--- src/rtl/id_stage_if.sv ---
// Interface bundling the fetch, regfile, bypass, hazard and EX-side signals of
// the RV32I decode stage. The slave modport is the decode stage's view, and the
// master modport is the view of the surrounding pipeline or testbench.
interface id_stage_if #(
  parameter int XLEN  = 32,
  parameter int REGAW = 5
);
  logic [XLEN-1:0]  in_pc;
  logic [31:0]      in_instr;
  logic             in_valid;
  logic             in_ready;
  logic [REGAW-1:0] rf_ra1;
  logic [REGAW-1:0] rf_ra2;
  logic [XLEN-1:0]  rf_rd1;
  logic [XLEN-1:0]  rf_rd2;
  logic             wb_we;
  logic [REGAW-1:0] wb_rd;
  logic [XLEN-1:0]  wb_wdata;
  logic             ex_memread;
  logic [REGAW-1:0] ex_rd;
  logic             flush;
  logic             out_valid;
  logic             out_ready;
  logic [XLEN-1:0]  out_pc;
  logic [XLEN-1:0]  out_imm;
  logic [XLEN-1:0]  out_rs1v;
  logic [XLEN-1:0]  out_rs2v;
  logic [REGAW-1:0] out_rd;
  logic [3:0]       out_aluop;
  logic [9:0]       out_ctrl;
  logic [2:0]       out_funct3;

  modport slave (
    input  in_pc, in_instr, in_valid, rf_rd1, rf_rd2, wb_we, wb_rd, wb_wdata,
           ex_memread, ex_rd, flush, out_ready,
    output in_ready, rf_ra1, rf_ra2, out_valid, out_pc, out_imm, out_rs1v,
           out_rs2v, out_rd, out_aluop, out_ctrl, out_funct3
  );

  modport master (
    output in_pc, in_instr, in_valid, rf_rd1, rf_rd2, wb_we, wb_rd, wb_wdata,
           ex_memread, ex_rd, flush, out_ready,
    input  in_ready, rf_ra1, rf_ra2, out_valid, out_pc, out_imm, out_rs1v,
           out_rs2v, out_rd, out_aluop, out_ctrl, out_funct3
  );
endinterface

--- src/rtl/id_stage.sv ---
// RV32I decode stage: decodes the fetch bundle, reads operands (with a
// writeback bypass), builds the immediate and control word, and registers one
// bundle toward EX behind a valid/ready handshake. A flush from EX kills both
// the held bundle and the one being offered.
// Optional feature macro: ID_LOAD_USE_STALL_EN enables a load-use stall that
// holds off fetch and inserts a bubble while the EX instruction is a load
// whose rd feeds this instruction.
// out_ctrl = {asel_pc,bsel_imm,memrd,memwr,regwr,branch,jal,jalr,illegal,funct3_vld}
module id_stage #(
  parameter int XLEN  = 32,
  parameter int REGAW = 5
) (
  input  logic       clk,
  input  logic       rst,
  id_stage_if.slave  bus
);
  localparam logic [6:0] OP_LUI    = 7'b0110111;
  localparam logic [6:0] OP_AUIPC  = 7'b0010111;
  localparam logic [6:0] OP_JAL    = 7'b1101111;
  localparam logic [6:0] OP_JALR   = 7'b1100111;
  localparam logic [6:0] OP_BRANCH = 7'b1100011;
  localparam logic [6:0] OP_LOAD   = 7'b0000011;
  localparam logic [6:0] OP_STORE  = 7'b0100011;
  localparam logic [6:0] OP_IMM    = 7'b0010011;
  localparam logic [6:0] OP_OP     = 7'b0110011;
  localparam logic [6:0] OP_FENCE  = 7'b0001111;
  localparam logic [6:0] OP_SYSTEM = 7'b1110011;

  localparam logic [3:0] ALU_ADD   = 4'd0;
  localparam logic [3:0] ALU_SUB   = 4'd1;
  localparam logic [3:0] ALU_SLL   = 4'd2;
  localparam logic [3:0] ALU_SLT   = 4'd3;
  localparam logic [3:0] ALU_SLTU  = 4'd4;
  localparam logic [3:0] ALU_XOR   = 4'd5;
  localparam logic [3:0] ALU_SRL   = 4'd6;
  localparam logic [3:0] ALU_SRA   = 4'd7;
  localparam logic [3:0] ALU_OR    = 4'd8;
  localparam logic [3:0] ALU_AND   = 4'd9;
  localparam logic [3:0] ALU_PASSB = 4'd10;

  logic [31:0]      instr;
  logic [6:0]       opcode;
  logic [2:0]       funct3;
  logic [REGAW-1:0] rs1, rs2, rd;
  logic [XLEN-1:0]  imm_i, imm_s, imm_b, imm_u, imm_j;
  logic [XLEN-1:0]  rs1v, rs2v, imm_d;
  logic [3:0]       aluop_d;
  logic             asel_pc, bsel_imm, memrd, memwr, regwr_base, regwr;
  logic             branch, jal, jalr, illegal, f3_vld;
  logic [REGAW-1:0] rd_d;
  logic             stall, in_ready, accept;

  logic             out_valid_q;
  logic [XLEN-1:0]  out_pc_q, out_imm_q, out_rs1v_q, out_rs2v_q;
  logic [REGAW-1:0] out_rd_q;
  logic [3:0]       out_aluop_q;
  logic [9:0]       out_ctrl_q;
  logic [2:0]       out_funct3_q;

  assign instr  = bus.in_instr;
  assign opcode = instr[6:0];
  assign funct3 = instr[14:12];
  assign rs1    = instr[15 +: REGAW];
  assign rs2    = instr[20 +: REGAW];
  assign rd     = instr[7 +: REGAW];

  assign bus.rf_ra1 = rs1;
  assign bus.rf_ra2 = rs2;

  assign imm_i = XLEN'($signed(instr[31:20]));
  assign imm_s = XLEN'($signed({instr[31:25], instr[11:7]}));
  assign imm_b = XLEN'($signed({instr[31], instr[7], instr[30:25], instr[11:8], 1'b0}));
  assign imm_u = XLEN'($signed({instr[31:12], 12'b0}));
  assign imm_j = XLEN'($signed({instr[31], instr[19:12], instr[20], instr[30:21], 1'b0}));

  // Operand select: x0 reads as zero, otherwise writeback data bypasses the regfile.
  always_comb begin
    rs1v = bus.rf_rd1;
    rs2v = bus.rf_rd2;
    if (rs1 == '0)                               rs1v = '0;
    else if (bus.wb_we && (bus.wb_rd == rs1))    rs1v = bus.wb_wdata;
    if (rs2 == '0)                               rs2v = '0;
    else if (bus.wb_we && (bus.wb_rd == rs2))    rs2v = bus.wb_wdata;
  end

  // Opcode decode into ALU op, immediate and control flags.
  always_comb begin
    aluop_d    = ALU_ADD;
    imm_d      = imm_i;
    asel_pc    = 1'b0;
    bsel_imm   = 1'b0;
    memrd      = 1'b0;
    memwr      = 1'b0;
    regwr_base = 1'b0;
    branch     = 1'b0;
    jal        = 1'b0;
    jalr       = 1'b0;
    illegal    = 1'b0;
    f3_vld     = 1'b0;
    if (instr[1:0] != 2'b11) begin
      illegal = 1'b1;
    end else begin
      case (opcode)
        OP_LUI:    begin aluop_d = ALU_PASSB; imm_d = imm_u; bsel_imm = 1'b1; regwr_base = 1'b1; end
        OP_AUIPC:  begin imm_d = imm_u; asel_pc = 1'b1; bsel_imm = 1'b1; regwr_base = 1'b1; end
        OP_JAL:    begin imm_d = imm_j; jal = 1'b1; asel_pc = 1'b1; bsel_imm = 1'b1; regwr_base = 1'b1; end
        OP_JALR:   begin jalr = 1'b1; bsel_imm = 1'b1; regwr_base = 1'b1; end
        OP_BRANCH: begin aluop_d = ALU_SUB; imm_d = imm_b; branch = 1'b1; f3_vld = 1'b1; end
        OP_LOAD:   begin memrd = 1'b1; bsel_imm = 1'b1; regwr_base = 1'b1; f3_vld = 1'b1; end
        OP_STORE:  begin imm_d = imm_s; memwr = 1'b1; bsel_imm = 1'b1; f3_vld = 1'b1; end
        OP_IMM, OP_OP: begin
          bsel_imm   = (opcode == OP_IMM);
          regwr_base = 1'b1;
          case (funct3)
            3'd0:    aluop_d = ((opcode == OP_OP) && instr[30]) ? ALU_SUB : ALU_ADD;
            3'd1:    aluop_d = ALU_SLL;
            3'd2:    aluop_d = ALU_SLT;
            3'd3:    aluop_d = ALU_SLTU;
            3'd4:    aluop_d = ALU_XOR;
            3'd5:    aluop_d = instr[30] ? ALU_SRA : ALU_SRL;
            3'd6:    aluop_d = ALU_OR;
            default: aluop_d = ALU_AND;
          endcase
        end
        OP_FENCE, OP_SYSTEM: ;
        default:   illegal = 1'b1;
      endcase
    end
  end

  assign regwr = regwr_base & (rd != '0);
  assign rd_d  = regwr ? rd : '0;

`ifdef ID_LOAD_USE_STALL_EN
  assign stall = bus.in_valid & bus.ex_memread & (bus.ex_rd != '0) &
                 ((bus.ex_rd == rs1) | (bus.ex_rd == rs2));
`else
  logic unused_ex;
  assign unused_ex = ^{bus.ex_memread, bus.ex_rd};
  assign stall     = 1'b0;
`endif

  assign in_ready     = (~out_valid_q | bus.out_ready) & ~stall & ~rst & ~bus.flush;
  assign accept       = bus.in_valid & in_ready;
  assign bus.in_ready = in_ready;

  // Output register: flush drops the held bundle, accept loads, drain clears valid.
  always_ff @(posedge clk) begin
    if (rst) begin
      out_valid_q  <= 1'b0;
      out_pc_q     <= '0;
      out_imm_q    <= '0;
      out_rs1v_q   <= '0;
      out_rs2v_q   <= '0;
      out_rd_q     <= '0;
      out_aluop_q  <= '0;
      out_ctrl_q   <= '0;
      out_funct3_q <= '0;
    end else if (bus.flush) begin
      out_valid_q  <= 1'b0;
    end else if (accept) begin
      out_valid_q  <= 1'b1;
      out_pc_q     <= bus.in_pc;
      out_imm_q    <= imm_d;
      out_rs1v_q   <= rs1v;
      out_rs2v_q   <= rs2v;
      out_rd_q     <= rd_d;
      out_aluop_q  <= aluop_d;
      out_ctrl_q   <= {asel_pc, bsel_imm, memrd, memwr, regwr, branch, jal, jalr, illegal, f3_vld};
      out_funct3_q <= funct3;
    end else if (bus.out_ready) begin
      out_valid_q  <= 1'b0;
    end
  end

  assign bus.out_valid  = out_valid_q;
  assign bus.out_pc     = out_pc_q;
  assign bus.out_imm    = out_imm_q;
  assign bus.out_rs1v   = out_rs1v_q;
  assign bus.out_rs2v   = out_rs2v_q;
  assign bus.out_rd     = out_rd_q;
  assign bus.out_aluop  = out_aluop_q;
  assign bus.out_ctrl   = out_ctrl_q;
  assign bus.out_funct3 = out_funct3_q;
endmodule
--- src/flat_wrapper.sv ---
// flat-port wrapper written by rule: the top's interface ports become plain ports
module id_stage_flat 
#(
  parameter int XLEN  = 32,
  parameter int REGAW = 5
)
  (clk, rst, bus_in_pc, bus_in_instr, bus_in_valid, bus_rf_rd1, bus_rf_rd2, bus_wb_we, bus_wb_rd, bus_wb_wdata, bus_ex_memread, bus_ex_rd, bus_flush, bus_out_ready, bus_in_ready, bus_rf_ra1, bus_rf_ra2, bus_out_valid, bus_out_pc, bus_out_imm, bus_out_rs1v, bus_out_rs2v, bus_out_rd, bus_out_aluop, bus_out_ctrl, bus_out_funct3);
  id_stage_if #(.XLEN(XLEN), .REGAW(REGAW)) bus_i ();
  input  logic clk;
  input  logic rst;
  input wire logic [$bits(bus_i.in_pc)-1:0] bus_in_pc;
  input wire logic [$bits(bus_i.in_instr)-1:0] bus_in_instr;
  input wire logic [$bits(bus_i.in_valid)-1:0] bus_in_valid;
  input wire logic [$bits(bus_i.rf_rd1)-1:0] bus_rf_rd1;
  input wire logic [$bits(bus_i.rf_rd2)-1:0] bus_rf_rd2;
  input wire logic [$bits(bus_i.wb_we)-1:0] bus_wb_we;
  input wire logic [$bits(bus_i.wb_rd)-1:0] bus_wb_rd;
  input wire logic [$bits(bus_i.wb_wdata)-1:0] bus_wb_wdata;
  input wire logic [$bits(bus_i.ex_memread)-1:0] bus_ex_memread;
  input wire logic [$bits(bus_i.ex_rd)-1:0] bus_ex_rd;
  input wire logic [$bits(bus_i.flush)-1:0] bus_flush;
  input wire logic [$bits(bus_i.out_ready)-1:0] bus_out_ready;
  output wire logic [$bits(bus_i.in_ready)-1:0] bus_in_ready;
  output wire logic [$bits(bus_i.rf_ra1)-1:0] bus_rf_ra1;
  output wire logic [$bits(bus_i.rf_ra2)-1:0] bus_rf_ra2;
  output wire logic [$bits(bus_i.out_valid)-1:0] bus_out_valid;
  output wire logic [$bits(bus_i.out_pc)-1:0] bus_out_pc;
  output wire logic [$bits(bus_i.out_imm)-1:0] bus_out_imm;
  output wire logic [$bits(bus_i.out_rs1v)-1:0] bus_out_rs1v;
  output wire logic [$bits(bus_i.out_rs2v)-1:0] bus_out_rs2v;
  output wire logic [$bits(bus_i.out_rd)-1:0] bus_out_rd;
  output wire logic [$bits(bus_i.out_aluop)-1:0] bus_out_aluop;
  output wire logic [$bits(bus_i.out_ctrl)-1:0] bus_out_ctrl;
  output wire logic [$bits(bus_i.out_funct3)-1:0] bus_out_funct3;
  assign bus_i.in_pc = bus_in_pc;
  assign bus_i.in_instr = bus_in_instr;
  assign bus_i.in_valid = bus_in_valid;
  assign bus_i.rf_rd1 = bus_rf_rd1;
  assign bus_i.rf_rd2 = bus_rf_rd2;
  assign bus_i.wb_we = bus_wb_we;
  assign bus_i.wb_rd = bus_wb_rd;
  assign bus_i.wb_wdata = bus_wb_wdata;
  assign bus_i.ex_memread = bus_ex_memread;
  assign bus_i.ex_rd = bus_ex_rd;
  assign bus_i.flush = bus_flush;
  assign bus_i.out_ready = bus_out_ready;
  assign bus_in_ready = bus_i.in_ready;
  assign bus_rf_ra1 = bus_i.rf_ra1;
  assign bus_rf_ra2 = bus_i.rf_ra2;
  assign bus_out_valid = bus_i.out_valid;
  assign bus_out_pc = bus_i.out_pc;
  assign bus_out_imm = bus_i.out_imm;
  assign bus_out_rs1v = bus_i.out_rs1v;
  assign bus_out_rs2v = bus_i.out_rs2v;
  assign bus_out_rd = bus_i.out_rd;
  assign bus_out_aluop = bus_i.out_aluop;
  assign bus_out_ctrl = bus_i.out_ctrl;
  assign bus_out_funct3 = bus_i.out_funct3;
  id_stage #(.XLEN(XLEN), .REGAW(REGAW)) u_core (.clk(clk), .rst(rst), .bus(bus_i));
endmodule
--- config.mk ---
export PLATFORM = sky130hd
export DESIGN_NAME = id_stage_flat
export DESIGN_NICKNAME = d
export VERILOG_FILES = /design/src/rtl/id_stage_if.sv /design/src/rtl/id_stage.sv /design/src/flat_wrapper.sv
export SDC_FILE = /design/constraint.sdc
export NUM_CORES = 1
export LEC_CHECK = 0
export ABC_CLOCK_PERIOD_IN_PS = 3700
export CORE_AREA = 2 2 132 134
export CTS_CLUSTER_SIZE = 20
export DETAILED_ROUTE_END_ITERATION = 7
export DIE_AREA = 0 0 134 136
export GPL_TIMING_DRIVEN = 0
export PLACE_DENSITY_LB_ADDON = 0.3
export SYNTH_ARGS = -nofsm -noshare
export SYNTH_HDL_FRONTEND = slang
export SYNTH_SLANG_ARGS = --single-unit
--- constraint.sdc ---
create_clock -name clk -period 3.7 [get_ports clk]
set_input_delay 0.37 -clock clk [delete_from_list [all_inputs] [get_ports clk]]
set_output_delay 0.37 -clock clk [all_outputs]
set_load 0.03 [all_outputs]
==> results.cfg <==
[critical_path]
endpoint_kind = output pin
crit_type = input port to output pin
worst-path-max-fanout = 10
critPathRequiredTime_ns = 3.33
start_kind = input port
crit_arrival_ns = 2.08

[clock_tree]
cts_tree = built
cts-resized-gates = 0
clockRootBuffer = clkbuf_16
insertion_delay_ns = 0.42
clk_pin_slew_worst_paths_ns = 0.06
clock_sinks = 151
holdBufCountCts = 0
cts_max_level = 4
cts_buffer_depth = 2
cts_setup_buffers = 0
numCtsBuffers = 17

[place]
port_buffers = 328
routabilityCongestion = 0.878
dpl_cell_area_um2 = 9910
placed_cells = 1274
post-dp-hpwl_um = 17300
pre_cts_ws_ns = 1.08

[synthesis]
synth_top_area_share_pct = 47.6
yosys_warnings = 0
syn_inst = 721
synth_largest_area_cell = dfxtp_1
ys.flop_type = dfxtp_1
syn_area_per_cell_um2 = 8.81
synth-edff-count = 0
yosysSeqAreaShare_pct = 47.6
synth_cell_types = 50
synth_nets = 898
ys_seq_elements = 151
async_flop_share_pct = 0
syn_area_um2 = 6350
netlist_top_cells_area = dfxtp_1, mux2i_1, nand2_1

[global_route]
grt_max_degree = 17
grt_usage_pct = 24.0
grt-ovfl-total = 0
antenna_found_initial = 0
grt_pass1_vias = 6181
grt_pass1_wl_um = 33800

[cells_and_area]
fin_area_um2 = 10500
fin_util_pct = 62.5
finalNonFillerCells = 1306
drive_gt1_share_pct = 7.77
fillCellCount = 1452
n_antenna_cell = 0
layout_commonest_cell = clkdlybuf4s50_1
num-nets-final = 1245
layout_common_cells = clkdlybuf4s50_1, nand2_1, dfxtp_1, mux2i_1, a21oi_1
synthToLayoutAreaGrowth_pct = 66.0

[die]
std_cell_rows = 48
die_area_um2 = 18200
die_h_um = 136
core-area_um2 = 16900
die_w_um = 134
start_util_pct = 37.6
ios = 339

[power]
p_per_area_nw_per_um2 = 411
p_total_mw = 4.33
ir_worst_vdd_uv = 289
power_leakage_nw = 3.75

[route]
drtAntennaViolNets = 0
drc = 0
dr.pass1.iters = 6
wirelength_um = 22400
initialDrtViolationCount = 268
wl_per_cell_um = 17.1
num_vias = 6408
via_per_inst = 4.91

[job]
maxCapViolations = 0

[timing]
fin_skew_ns = 0.00452
relSlewSlack_pct = 58.9
setup_ws_ns = 1.25
rsz0062_at_grt = false
hold_violations = 0
setup_viol = 0
finalCriticalPeriod_ns = 2.45
max_freq_mhz = 408
whs_ns = 0.263
worst_pin_slew_ns = 0.616
tns_ns = 0
slew_viol_final = 0
fin_crit_sh_pct = 66.2

[worst_hold_path]
holdCritPathClass = input port to flip-flop

[outcome]
status = completed
## flip-flops by register name (all words and copies together) (netlist names)
register	flops
u_core.bus.out_pc	32
u_core.bus.out_rd	5
u_core.bus.out_funct3	3
u_core.bus.out_rs1v	32
u_core.bus.out_valid	1
u_core.bus.out_rs2v	32
u_core.bus.out_imm	32
u_core.bus.out_aluop	4
u_core.bus.out_ctrl	10
## cell type report
class,instances,area [um2],share of cell area (%)
inverters,8,30.0,0.285
clock buffers,18,429,4.07
clock inverters,14,200,1.90
well taps,225,282,2.67
flip-flops and latches,151,3020,28.7
repair buffers,328,3280,31.1
plain buffers,63,385,3.65
multi-input cells,499,2910,27.6
## power breakdown
group	internal (mW)	leakage (nW)	switching, mW	total [mW]
Sequential	1.69	1.23	0.0346	1.73
Combinational	0.366	2.22	0.387	0.753
Clock	1.14	0.297	0.710	1.85
Total	3.20	3.75	1.13	4.33
## cells by family after synthesis
family,Yosys count,synth area share [%]
multiplexers,65,10.2
buffers and inverters,71,6.54
flip-flops,151,47.6
XOR/XNOR,10,1.38
AND/OR/NAND/NOR,246,17.2
AO/OA/AOI/OAI,178,17.0
## routing by layer
layer | vias to the layer above | GRT usage (%) | part of all wire (%) | wire (um)
met2 | 250 | 44.1 | 51 | 11400
met5 | - | 0 | 0 | 0
met1 | 2944 | 26.0 | 39 | 8650
li1 | 3194 | - | - | -
met4 | 0 | 7.21 | 1.3 | 286
met3 | 20 | 8.35 | 9.2 | 2060
## cell usage after synthesis (5+ instances only)
| master | count |
|---|---|
| a31oi_1 | 5 |
| buf_6 | 7 |
| mux2i_1 | 65 |
| inv_1 | 8 |
| clkbuf_1 | 20 |
| a211oi_1 | 12 |
| dfxtp_1 | 151 |
| nand2_1 | 153 |
| a221oi_1 | 5 |
| nand2b_1 | 5 |
| o21ai_0 | 26 |
| o21ai_1 | 45 |
| nor2_1 | 40 |
| buf_4 | 11 |
| xor2_1 | 8 |
| a21oi_1 | 52 |
| and3_1 | 5 |
| buf_2 | 12 |
| clkbuf_2 | 5 |
| a221o_1 | 8 |
| nand3_1 | 7 |
| nor3_1 | 16 |
| a22oi_1 | 11 |
| buf_1 | 5 |
## worst max-delay path, stage by stage
cell and delay (ns):
clkdlybuf4s50_1 0.49, clkbuf_1 0.27, nor3_1 0.25, clkdlybuf4s50_1 0.70
## path summary, 6_finish.rpt
kind	startpoint	endpoint	slack, ns	depth (start not counted)
worst max-delay path	rst	bus_in_ready	1.25	4
worst min-delay path	bus_in_instr[14]	u_core.bus.out_funct3[2]	0.26	3
worst max register to register	u_core.bus.out_valid	u_core.bus.out_rs2v[7]	1.77	6
worst min register to register	u_core.bus.out_rs2v[27]	u_core.bus.out_rs2v[27]	0.45	2
Power figures use the tool's default switching activity.
